==> src/rtl/ifu.sv <==
// Instruction fetch unit: program counter, instruction register and next-PC
// selection for the multi-cycle MIPS core, with a sticky illegal-target fault.
module ifu #(
    parameter logic [31:0] PC_RESET = 32'h0000_3000,
    parameter logic [31:0] IM_BASE  = 32'h0000_3000,
    parameter int unsigned IM_BYTES = 4096
) (
    input  logic        clk,
    input  logic        rst_n,
    input  logic        pc_wr,
    input  logic        ir_wr,
    input  logic [1:0]  npc_sel,
    input  logic        br_cond,
    input  logic [31:0] rs_data,
    input  logic [31:0] inst_in,
    output logic [31:0] pc,
    output logic [31:0] ir,
    output logic [31:0] fetch_pc,
    output logic        fetch_fault
);

    localparam logic [1:0] SEL_SEQ = 2'b00;
    localparam logic [1:0] SEL_BR  = 2'b01;
    localparam logic [1:0] SEL_J   = 2'b10;
    localparam logic [1:0] SEL_JR  = 2'b11;

    localparam logic [32:0] IM_LIMIT = {1'b0, IM_BASE} + 33'(IM_BYTES);

    logic [31:0]        pc_q, pc_d;
    logic [31:0]        ir_q, ir_d;
    logic [31:0]        fpc_q, fpc_d;
    logic               flt_q, flt_d;
    logic [31:0]        npc;
    logic signed [31:0] br_off;

    // Word-aligned and inside the instruction-memory window (unsigned, no wrap).
    function automatic logic target_ok(input logic [31:0] addr);
        logic [32:0] a;
        a = {1'b0, addr};
        return (addr[1:0] == 2'b00) && (a >= {1'b0, IM_BASE}) && (a < IM_LIMIT);
    endfunction

    always_comb begin
        br_off = {{14{ir_q[15]}}, ir_q[15:0], 2'b00};
        npc    = pc_q + 32'd4;
        unique case (npc_sel)
            SEL_SEQ: npc = pc_q + 32'd4;
            SEL_BR:  npc = pc_q + br_off;
            SEL_J:   npc = {pc_q[31:28], ir_q[25:0], 2'b00};
            SEL_JR:  npc = rs_data;
            default: npc = pc_q + 32'd4;
        endcase
    end

    always_comb begin
        pc_d  = pc_q;
        ir_d  = ir_q;
        fpc_d = fpc_q;
        flt_d = flt_q;
        if (!flt_q) begin
            // Capture uses the pre-update pc even when pc_wr is also set.
            if (ir_wr) begin
                ir_d  = inst_in;
                fpc_d = pc_q;
            end
            if (pc_wr && !(npc_sel == SEL_BR && !br_cond)) begin
                if (target_ok(npc)) begin
                    pc_d = npc;
                end else begin
                    flt_d = 1'b1;
                end
            end
        end
    end

    always_ff @(posedge clk) begin
        if (!rst_n) begin
            pc_q  <= PC_RESET;
            ir_q  <= 32'h0;
            fpc_q <= PC_RESET;
            flt_q <= 1'b0;
        end else begin
            pc_q  <= pc_d;
            ir_q  <= ir_d;
            fpc_q <= fpc_d;
            flt_q <= flt_d;
        end
    end

    assign pc          = pc_q;
    assign ir          = ir_q;
    assign fetch_pc    = fpc_q;
    assign fetch_fault = flt_q;

endmodule
==> config.mk <==
export PLATFORM = sky130hd
export DESIGN_NAME = ifu
export DESIGN_NICKNAME = d
export VERILOG_FILES = /design/src/rtl/ifu.sv
export SDC_FILE = /design/constraint.sdc
export NUM_CORES = 1
export LEC_CHECK = 0
export CAP_MARGIN = 20
export CORE_MARGIN = 2
export CORE_UTILIZATION = 45
export CTS_CLUSTER_DIAMETER = 40
export CTS_CLUSTER_SIZE = 24
export DETAILED_ROUTE_END_ITERATION = 8
export MAX_ROUTING_LAYER = met4
export PLACE_DENSITY = 0.82
export SYNTH_ARGS = -nofsm -noshare
export SYNTH_HDL_FRONTEND = slang
export SYNTH_SLANG_ARGS = --single-unit
==> constraint.sdc <==
create_clock -name clk -period 8.15 [get_ports clk]
set_input_delay 1.2225 -clock clk [delete_from_list [all_inputs] [get_ports clk]]
set_output_delay 1.2225 -clock clk [all_outputs]
set_load 0.02 [all_outputs]
Word level (Yosys, flattened, before mapping):

Cells that the tools add are included.

* bits in registers: 97
* input port bits: 71
* output and inout bits: 97
* word-level logic and storage cells: 26

* add/sub/neg operators: 2
* order comparisons: 2
* equal/unequal tests: 3
* multiplexer cells: 4
* bitwise gates (word level): 1
* reductions and logical operators: 10

Operator list (number)
* 32-bit case mux with 4 select lines: 1
* 32-bit by 3-bit adder with 32-bit output (second input constant): 1
* 32-bit adder: 1
* 32-bit by 14-bit greater-or-equal comparator with 1-bit output (second input constant): 1
* 32-bit by 15-bit < comparator with 1-bit output (second input constant): 1
* 2-bit == test (second input constant): 2
* 1-bit logical AND: 4
* 2-bit logical NOT: 2
* 1-bit 2-to-1 mux: 3
* 3-bit AND reduction: 1
* 2-bit by 1-bit == test with 1-bit output (second input constant): 1
* 1-bit logical NOT: 2
* 2-bit AND reduction: 1
* 1-bit inverter: 1

Longest topological paths before layout:

Gate-level depths: netlist of run 1.

* depth in word-level cells: 8
* gate-level depth with buffers: 16
* depth with buffers taken out: 13

Worst setup path before layout of run 1:

OpenSTA, ideal clock, no wires.

* kind: in2reg
* from: input npc_sel[1]
* to: register pc_q[0] (netlist: pc[0])
* library setup time: 113 ps
* arrival time: 4259 ps
* required time: 8037 ps
* path slack: 3778 ps
* cell stages on the path: 16
* cell sequence: buf_6 > nor2b_4 > nand2_2 > inv_1 > ha_1 > buf_6 > a21oi_2 > o21a_2 > o221a_1 > nor2_1 > a2111oi_2 > o2111ai_1 > o41ai_4 > a31oi_4 > buf_6 > and2_4

* cells in the longest elaborated chain, start to end: 6

RTL lines
* from (decl): line 12 `input logic [1:0] npc_sel,`
* 2-bit == test (tied with other cells): line 46 `unique case (npc_sel)`
* 32-bit case mux with 4 select lines: line 46
* 32-bit by 14-bit greater-or-equal comparator with 1-bit output / 2-bit logical NOT (equally long branches): line 40 `return (addr[1:0] == 2'b00) && (a >= {1'b0, IM_BASE}) && (a < IM_LIMIT);`
* 1-bit logical AND (2 in series): line 40
* 3-bit AND reduction (no line)
* to (signal assigned): line 83 `pc_q <= pc_d;`
* to (decl): line 29 `logic [31:0] pc_q, pc_d;`

Parallel ways exist; a longest one is shown, timed or not.
A chain may end at the register's enable or synchronous reset.

Final worst setup path of run 1:

* from: input npc_sel[0]
* to: register pc_q[30] (netlist: pc[30])

Same word-level chain as after synthesis.

==> results of run 1 <==
==> path summary, 6_finish.rpt <==
| check | start | slack [ps] | end |
|---|---|---|---|
| max | npc_sel[0] | 2700 | pc[30] |
| min | fetch_pc[31] | 450 | fetch_pc[31] |
| max reg2reg | ir[15] | 4360 | pc[30] |
| min reg2reg | fetch_pc[31] | 450 | fetch_pc[31] |
==> power breakdown <==
| group | internal, mW | total [mW] | leakage, nW | switching, mW |
|---|---|---|---|---|
| clock | 0.256 | 0.443 | 0.156 | 0.187 |
| combinational | 0.0814 | 0.171 | 2.04 | 0.0896 |
| sequential | 0.487 | 0.499 | 0.787 | 0.0126 |
==> cell families (layout without fill, tap and decap cells) <==
logic type / count (synthesis) / after routing / share of synthesized area (%)
multiplexers: 23 / 23 / 4.11
adder cells (fa/ha/maj): 30 / 30 / 6.80
AND/OR/NAND/NOR: 290 / 290 / 25.4
XOR/XNOR: 16 / 16 / 2.62
buffers and inverters: 44 / 196 / 3.91
AO/OA/AOI/OAI: 191 / 191 / 22.6
flip-flops: 97 / 97 / 34.5
==> layer usage <==
layer	wire, um	GRT usage, %	part of all wire (%)	vias up
li1	-	-	-	2729
met1	7180	31.0	43	2537
met2	8010	42.4	48	200
met3	1100	4.08	6.6	23
met4	249	6.98	1.5	0
met5	0	-	0	-
==> final cells by class <==
cell class                 count  area (sq um)
tap                          168           210
timing repair buffer         172          1710
sequential                    97          1940
clock inverter                 5          61.3
inverter                       8          30.0
fill                        1083          4430
multi-input combinational    550          3480
clock buffer                  11           253
==> flip-flops by register name, indices dropped and copies added (netlist names) <==
| name | flops |
|---|---|
| fetch_fault | 1 |
| fetch_pc | 32 |
| ir | 32 |
| pc | 32 |
==> worst reg2reg max path: stages (launching register included) <==
cell and delay, ps:
dfxtp_1 440, nand2_2 100, inv_1 350, ha_1 400, a21oi_2 220, o21a_2 200, o221a_1 270, nor2_1 70
a2111oi_2 280, o2111ai_1 210, o41ai_4 500, a31oi_4 350, and2_4 290
==> metrics by stage <==
| stage | std cells | instance area (sq um) | hold WS [ps] |
|---|---|---|---|
| 2_1_floorplan | 691 | 5630 | 535 |
| 3_3_place_gp | 995 | 7370 | 441 |
| 3_5_place_dp | 995 | 7370 | 446 |
| 4_1_cts | 1011 | 7680 | 455 |
| 5_1_grt | 1011 | 7680 | 471 |
| 6_report | 1011 | 7680 | 453 |
==> placed cells by master, fill, tap and decap left out, types with 3 or more instances in the layout <==
master | netlist | routed
a211oi_2 | 4 | 4
buf_4 | 0 | 5
inv_1 | 7 | 7
a21oi_1 | 100 | 100
o21a_1 | 6 | 6
nand2_1 | 181 | 181
nor3_1 | 4 | 4
a21oi_2 | 3 | 3
dfxtp_1 | 97 | 97
nor2_1 | 21 | 21
o21ai_1 | 8 | 8
nor4_1 | 4 | 4
xnor2_1 | 8 | 8
nor3b_1 | 3 | 3
a21o_1 | 6 | 6
nand3_1 | 5 | 5
nor4b_1 | 6 | 6
clkdlybuf4s50_1 | 0 | 167
mux2i_1 | 22 | 22
and2_4 | 20 | 20
nand2b_1 | 6 | 5
xor2_1 | 7 | 7
ha_1 | 29 | 29
clkbuf_16 | 0 | 9
a21boi_0 | 3 | 3
o211ai_1 | 13 | 13
and2_1 | 14 | 14
o21ai_0 | 13 | 13
nand4_1 | 7 | 7
==> qor.txt, run 1 <==
CP max stage delay = 500 ps
Global Route Usage Sum = 25.0%
Max-slew headroom = 43.1%
antenna fix cells = 0
Initial Util = 46.5%
Worst setup EP type = register
synth warn = 0
CP delay by family, top = compound AO/OA/AOI/OAI gates
Routed WL = 16500 um
vias = 5489
Worst EP arrival = 5700 ps
final setup violation count = 0
FFs w/ async S/R, synth = 0%
DRT Pass-1 Iters = 5
setup_tns = 0 ps
clock root buffer = clkbuf_16
final core utilization = 63.4%
hold path depth = 2
distinct cell type count after synthesis = 75
total power divided by cell area = 145 nW/um^2
CTS tree = yes
Seq cells post-synth = 97
Final min period = 5450 ps
final hold viol count = 0
initial antenna violation count = 0
Post-synth EDFFs = 0
Die Ht = 116 um
worst vdd ir = 0.111 mV
Final Worst Setup Slack = 2700 ps
pre-CTS WS = 2340 ps
register area share after synthesis = 34.5%
total clock sinks = 97
Buf+Inv Stages, Crit Path = 3
top_reg_cell synth = dfxtp_1
crit path max fanout = 22
first-pass GRT wire length = 25800 um
Critical Path Slowest Stage Cell = o41ai_4
fraction of layout cells with a size suffix above 1 = 9.02%
Hold-fix buffers, CTS = 0
Routed Antenna Nets = 0
Commonest cells post-synth = 181 x nand2_1, 100 x a21oi_1, 97 x dfxtp_1, 29 x ha_1, 22 x mux2i_1
number of global-route vias before repair = 5230
status = finished clean
I/O Buffers = 167
Power Total = 1.11 mW
row count = 40
Crit Path Class = in2reg
worst-skew pair later-pin latency = 350 ps
max cap viols = 0
TritonCTS Buffers = 9
Worst setup SP type = primary input
pin count of the biggest net entering global routing = 63
CTS H-tree lvls = 3
Via density = 5.43
leak pwr = 2.98 nW
Setup Skew = 4.91 ps
period utilisation layout = 66.9%
Crit path depth = 15
Post-Syn Area = 5630 sq um
cell accounting for the most synthesized area = dfxtp_1
setup bufs post-CTS = 0
Initial DRC Count = 394
syn_nets = 792
gpl congestion = 0.972
WL/cell = 16.4 um
Die ar. = 13400 sq um
total congestion overflow = 0
unrepaired setup endpoints after global routing = false
share of Yosys cell area claimed by the top area cell type = 34.5%
Detail Placement HPWL = 12500 um
CP cell instances = clkdlybuf4s50_1, buf_4, nor2b_4, nand2_2, inv_1, ha_1, a21oi_2, o21a_2, o221a_1, nor2_1, a2111oi_2, o2111ai_1, o41ai_4, a31oi_4, and2_4
FF-to-FF path depth = 12
count leader, synth = nand2_1
Die Width = 116 um
Peak Freq = 0.183 GHz
Slew Limit Fails = 0
Min-Delay Path Class = reg2reg
CTS max path bufs = 2
Syn Inst Count = 691
CTS clk-pin slew, worst paths = 70 ps
largest cells by area after synthesis = dfxtp_1 35%, nand2_1 12%, a21oi_1 8.9%
critical path data required time = 8400 ps
layout overhead on the synthesized area = 36.5%
Post-route DRC = 0
syn avg cell area = 8.14 sq um
worst slew pin tran = 850 ps
nets = 939
IO Pins = 168
Core Box Area = 12100 sq um
CTS resizes = 0
Power figures use the tool's default switching activity.
==> run 2, diff against run 1 <==
clock period = 5.7 ns   (was 8.15 ns; I/O delays follow)
==> qor.txt, run 2 (synthesis gave the netlist of run 1 again) <==
status = finished clean (unchanged)
Hold-fix buffers, CTS = 0 (unchanged)
leak pwr = 2.97 nW (was 2.98 nW)
Detail Placement HPWL = 12400 um (was 12500 um)
CTS max path bufs = 2 (unchanged)
layout overhead on the synthesized area = 36.1% (was 36.5%)
WL met3 = 860 um (was 1100 um)
CTS resizes = 0 (unchanged)
Crit Path Class = in2reg (unchanged)
initial antenna violation count = 0 (unchanged)
reg-to-reg startpoint = ir[15] (unchanged)
IO Pins = 168 (unchanged)
Min-Delay Path Class = reg2reg (unchanged)
reg2reg end = pc[10] (was pc[30])
pre-CTS WS = 533 ps (was 2340 ps)
most common cell after layout, fill and taps aside = nand2_1 (unchanged)
first-pass GRT wire length = 25900 um (was 25800 um)
hold_sp = fetch_pc[24] (was fetch_pc[31])
Initial Util = 46.5% (unchanged)
worst vdd ir = 0.147 mV (was 0.111 mV)
gpl congestion = 0.969 (was 0.972)
Global Route Usage Sum = 25.1% (was 25.0%)
max cap viols = 0 (unchanged)
pin count of the biggest net entering global routing = 63 (unchanged)
FF-to-FF path depth = 12 (unchanged)
setup bufs post-CTS = 0 (unchanged)
period utilisation layout = 84.1%
Peak Freq = 0.209 GHz
met1 WL = 7260 um (was 7180 um)
Post-route DRC = 0 (unchanged)
Routed Antenna Nets = 0 (unchanged)
Via density = 5.40 (was 5.43)
TritonCTS Buffers = 9 (unchanged)
commonest non-fill, non-tap cells in the layout = 181 x nand2_1, 167 x clkdlybuf4s50_1, 100 x a21oi_1 (unchanged)
Setup Skew = 5.19 ps (was 4.91 ps)
vias = 5445 (was 5489)
metal2 WL = 7680 um (was 8010 um)
Max-slew headroom = 37.8% (was 43.1%)
Multi-input gate area = 3480 sq um (unchanged)
Final min period = 4790 ps
Routed WL = 16200 um (was 16500 um)
setup_tns = 0 ps (unchanged)
Max Used Layer = met4 (unchanged)
Core Box Area = 12100 sq um (unchanged)
CP cell instances = clkdlybuf4s50_1, nor2b_4, nand2_2, inv_1, ha_1, a21oi_2, o21a_2, o221a_1, nor2_1, a2111oi_2, o2111ai_1, o41ai_4, nand3_2, mux2i_1 (was clkdlybuf4s50_1, buf_4, nor2b_4, nand2_2, inv_1, ha_1, a21oi_2, o21a_2, o221a_1, nor2_1, a2111oi_2, o2111ai_1, o41ai_4, a31oi_4, and2_4)
final hold viol count = 0 (unchanged)
Worst setup SP type = primary input (unchanged)
Die Width = 116 um (unchanged)
Slew Limit Fails = 0 (unchanged)
Worst setup EP type = register (unchanged)
fill cell count = 1068 (was 1083)
clock root buffer = clkbuf_16 (unchanged)
total clock sinks = 97 (unchanged)
unrepaired setup endpoints after global routing = false (unchanged)
R2R setup slack = 1880 ps (was 4360 ps)
Worst EP arrival = 5010 ps (was 5700 ps)
Layout Cells excl Fill = 1009 (was 1011)
DRT Pass-1 Iters = 4 (was 5)
post-placement cell count = 996 (was 995)
I/O Buffers = 167 (unchanged)
antenna fix cells = 0 (unchanged)
Die ar. = 13400 sq um (unchanged)
number of global-route vias before repair = 5204 (was 5230)
CTS H-tree lvls = 3 (unchanged)
Die Ht = 116 um (unchanged)
worst slew pin tran = 931 ps (was 850 ps)
hold path endpoint = fetch_pc[24] (was fetch_pc[31])
WL/cell = 16.0 um (was 16.4 um)
fraction of layout cells with a size suffix above 1 = 8.80% (was 9.02%)
CP max stage delay = 550 ps (was 500 ps)
CTS clk-pin slew, worst paths = 60 ps (was 70 ps)
total congestion overflow = 0 (unchanged)
final setup violation count = 0 (unchanged)
Final Worst Setup Slack = 907 ps (was 2700 ps)
total power divided by cell area = 203 nW/um^2 (was 145 nW/um^2)
hold path depth = 2 (unchanged)
row count = 40 (unchanged)
worst-skew pair later-pin latency = 340 ps (was 350 ps)
critical path data required time = 5920 ps (was 8400 ps)
CTS tree = yes (unchanged)
Critical Path Slowest Stage Cell = o41ai_4 (unchanged)
crit path max fanout = 17 (was 22)
nets = 940 (was 939)
Seq. cell area = 1940 sq um (unchanged)
Power Total = 1.55 mW (was 1.11 mW)
Initial DRC Count = 222 (was 394)
## run 2: cell count changes in the layout (fill, tap and decap cells not counted), sizes merged
| cell | change |
|---|---|
| inv | -1 |
| buf | +1 |
| clkinv | -1 |
| clkbuf | -1 |
## run 2: final cells by class
type / instances / share of cell area (%)
Clock buffer: 10 / 3.12
Clock inverter: 3 / 0.572
Multi-Input combinational cell: 550 / 45.4
Inverter: 8 / 0.392
Sequential cell: 97 / 25.4
Tap cell: 168 / 2.75
Timing Repair Buffer: 173 / 22.4
## run 2: routing by layer
layer / vias up / GRT usage [%]
met1: 2507 / 31.0
met4: 0 / 7.78
li1: 2733 / -
met5: - / -
met3: 31 / 4.81
met2: 174 / 41.6
## run 2: stage by stage
step	cell area [sq um]	hold WS, ps	utilization, %
floorplan	5630	535	-
global placement	7370	442	60.9
detailed placement	7370	447	60.9
CTS	7660	455	63.2
global route	7660	468	63.2
finish	7660	453	63.2
## run 2: worst max-delay path by stage
| stage | start | end | slack (ps) |
|---|---|---|---|
| after global placement | npc_sel[1] | pc[8] | 580 |
| after CTS | npc_sel[1] | pc[10] | 900 |
| after detailed placement | npc_sel[1] | pc[9] | 530 |
| after floorplan | npc_sel[1] | pc[0] | 1700 |
| final | npc_sel[1] | pc[10] | 910 |
| after global routing | npc_sel[0] | pc[2] | 610 |
## run 2: worst max-delay path, delay by kind of cell
kind / cells / cell delay [ps]
AOI/OAI and AO/OA: 6 / 1660
and+or+nand+nor: 4 / 950
buffers and inverters: 2 / 900
adders and majority gates: 1 / 410
muxes: 1 / 220
## run 2: power breakdown
| group | leakage (nW) | total, mW | internal [mW] | switching [mW] |
|---|---|---|---|---|
| Combinational | 2.04 | 0.244 | 0.117 | 0.127 |
| Clock | 0.140 | 0.594 | 0.345 | 0.250 |
| Sequential | 0.787 | 0.713 | 0.696 | 0.0175 |
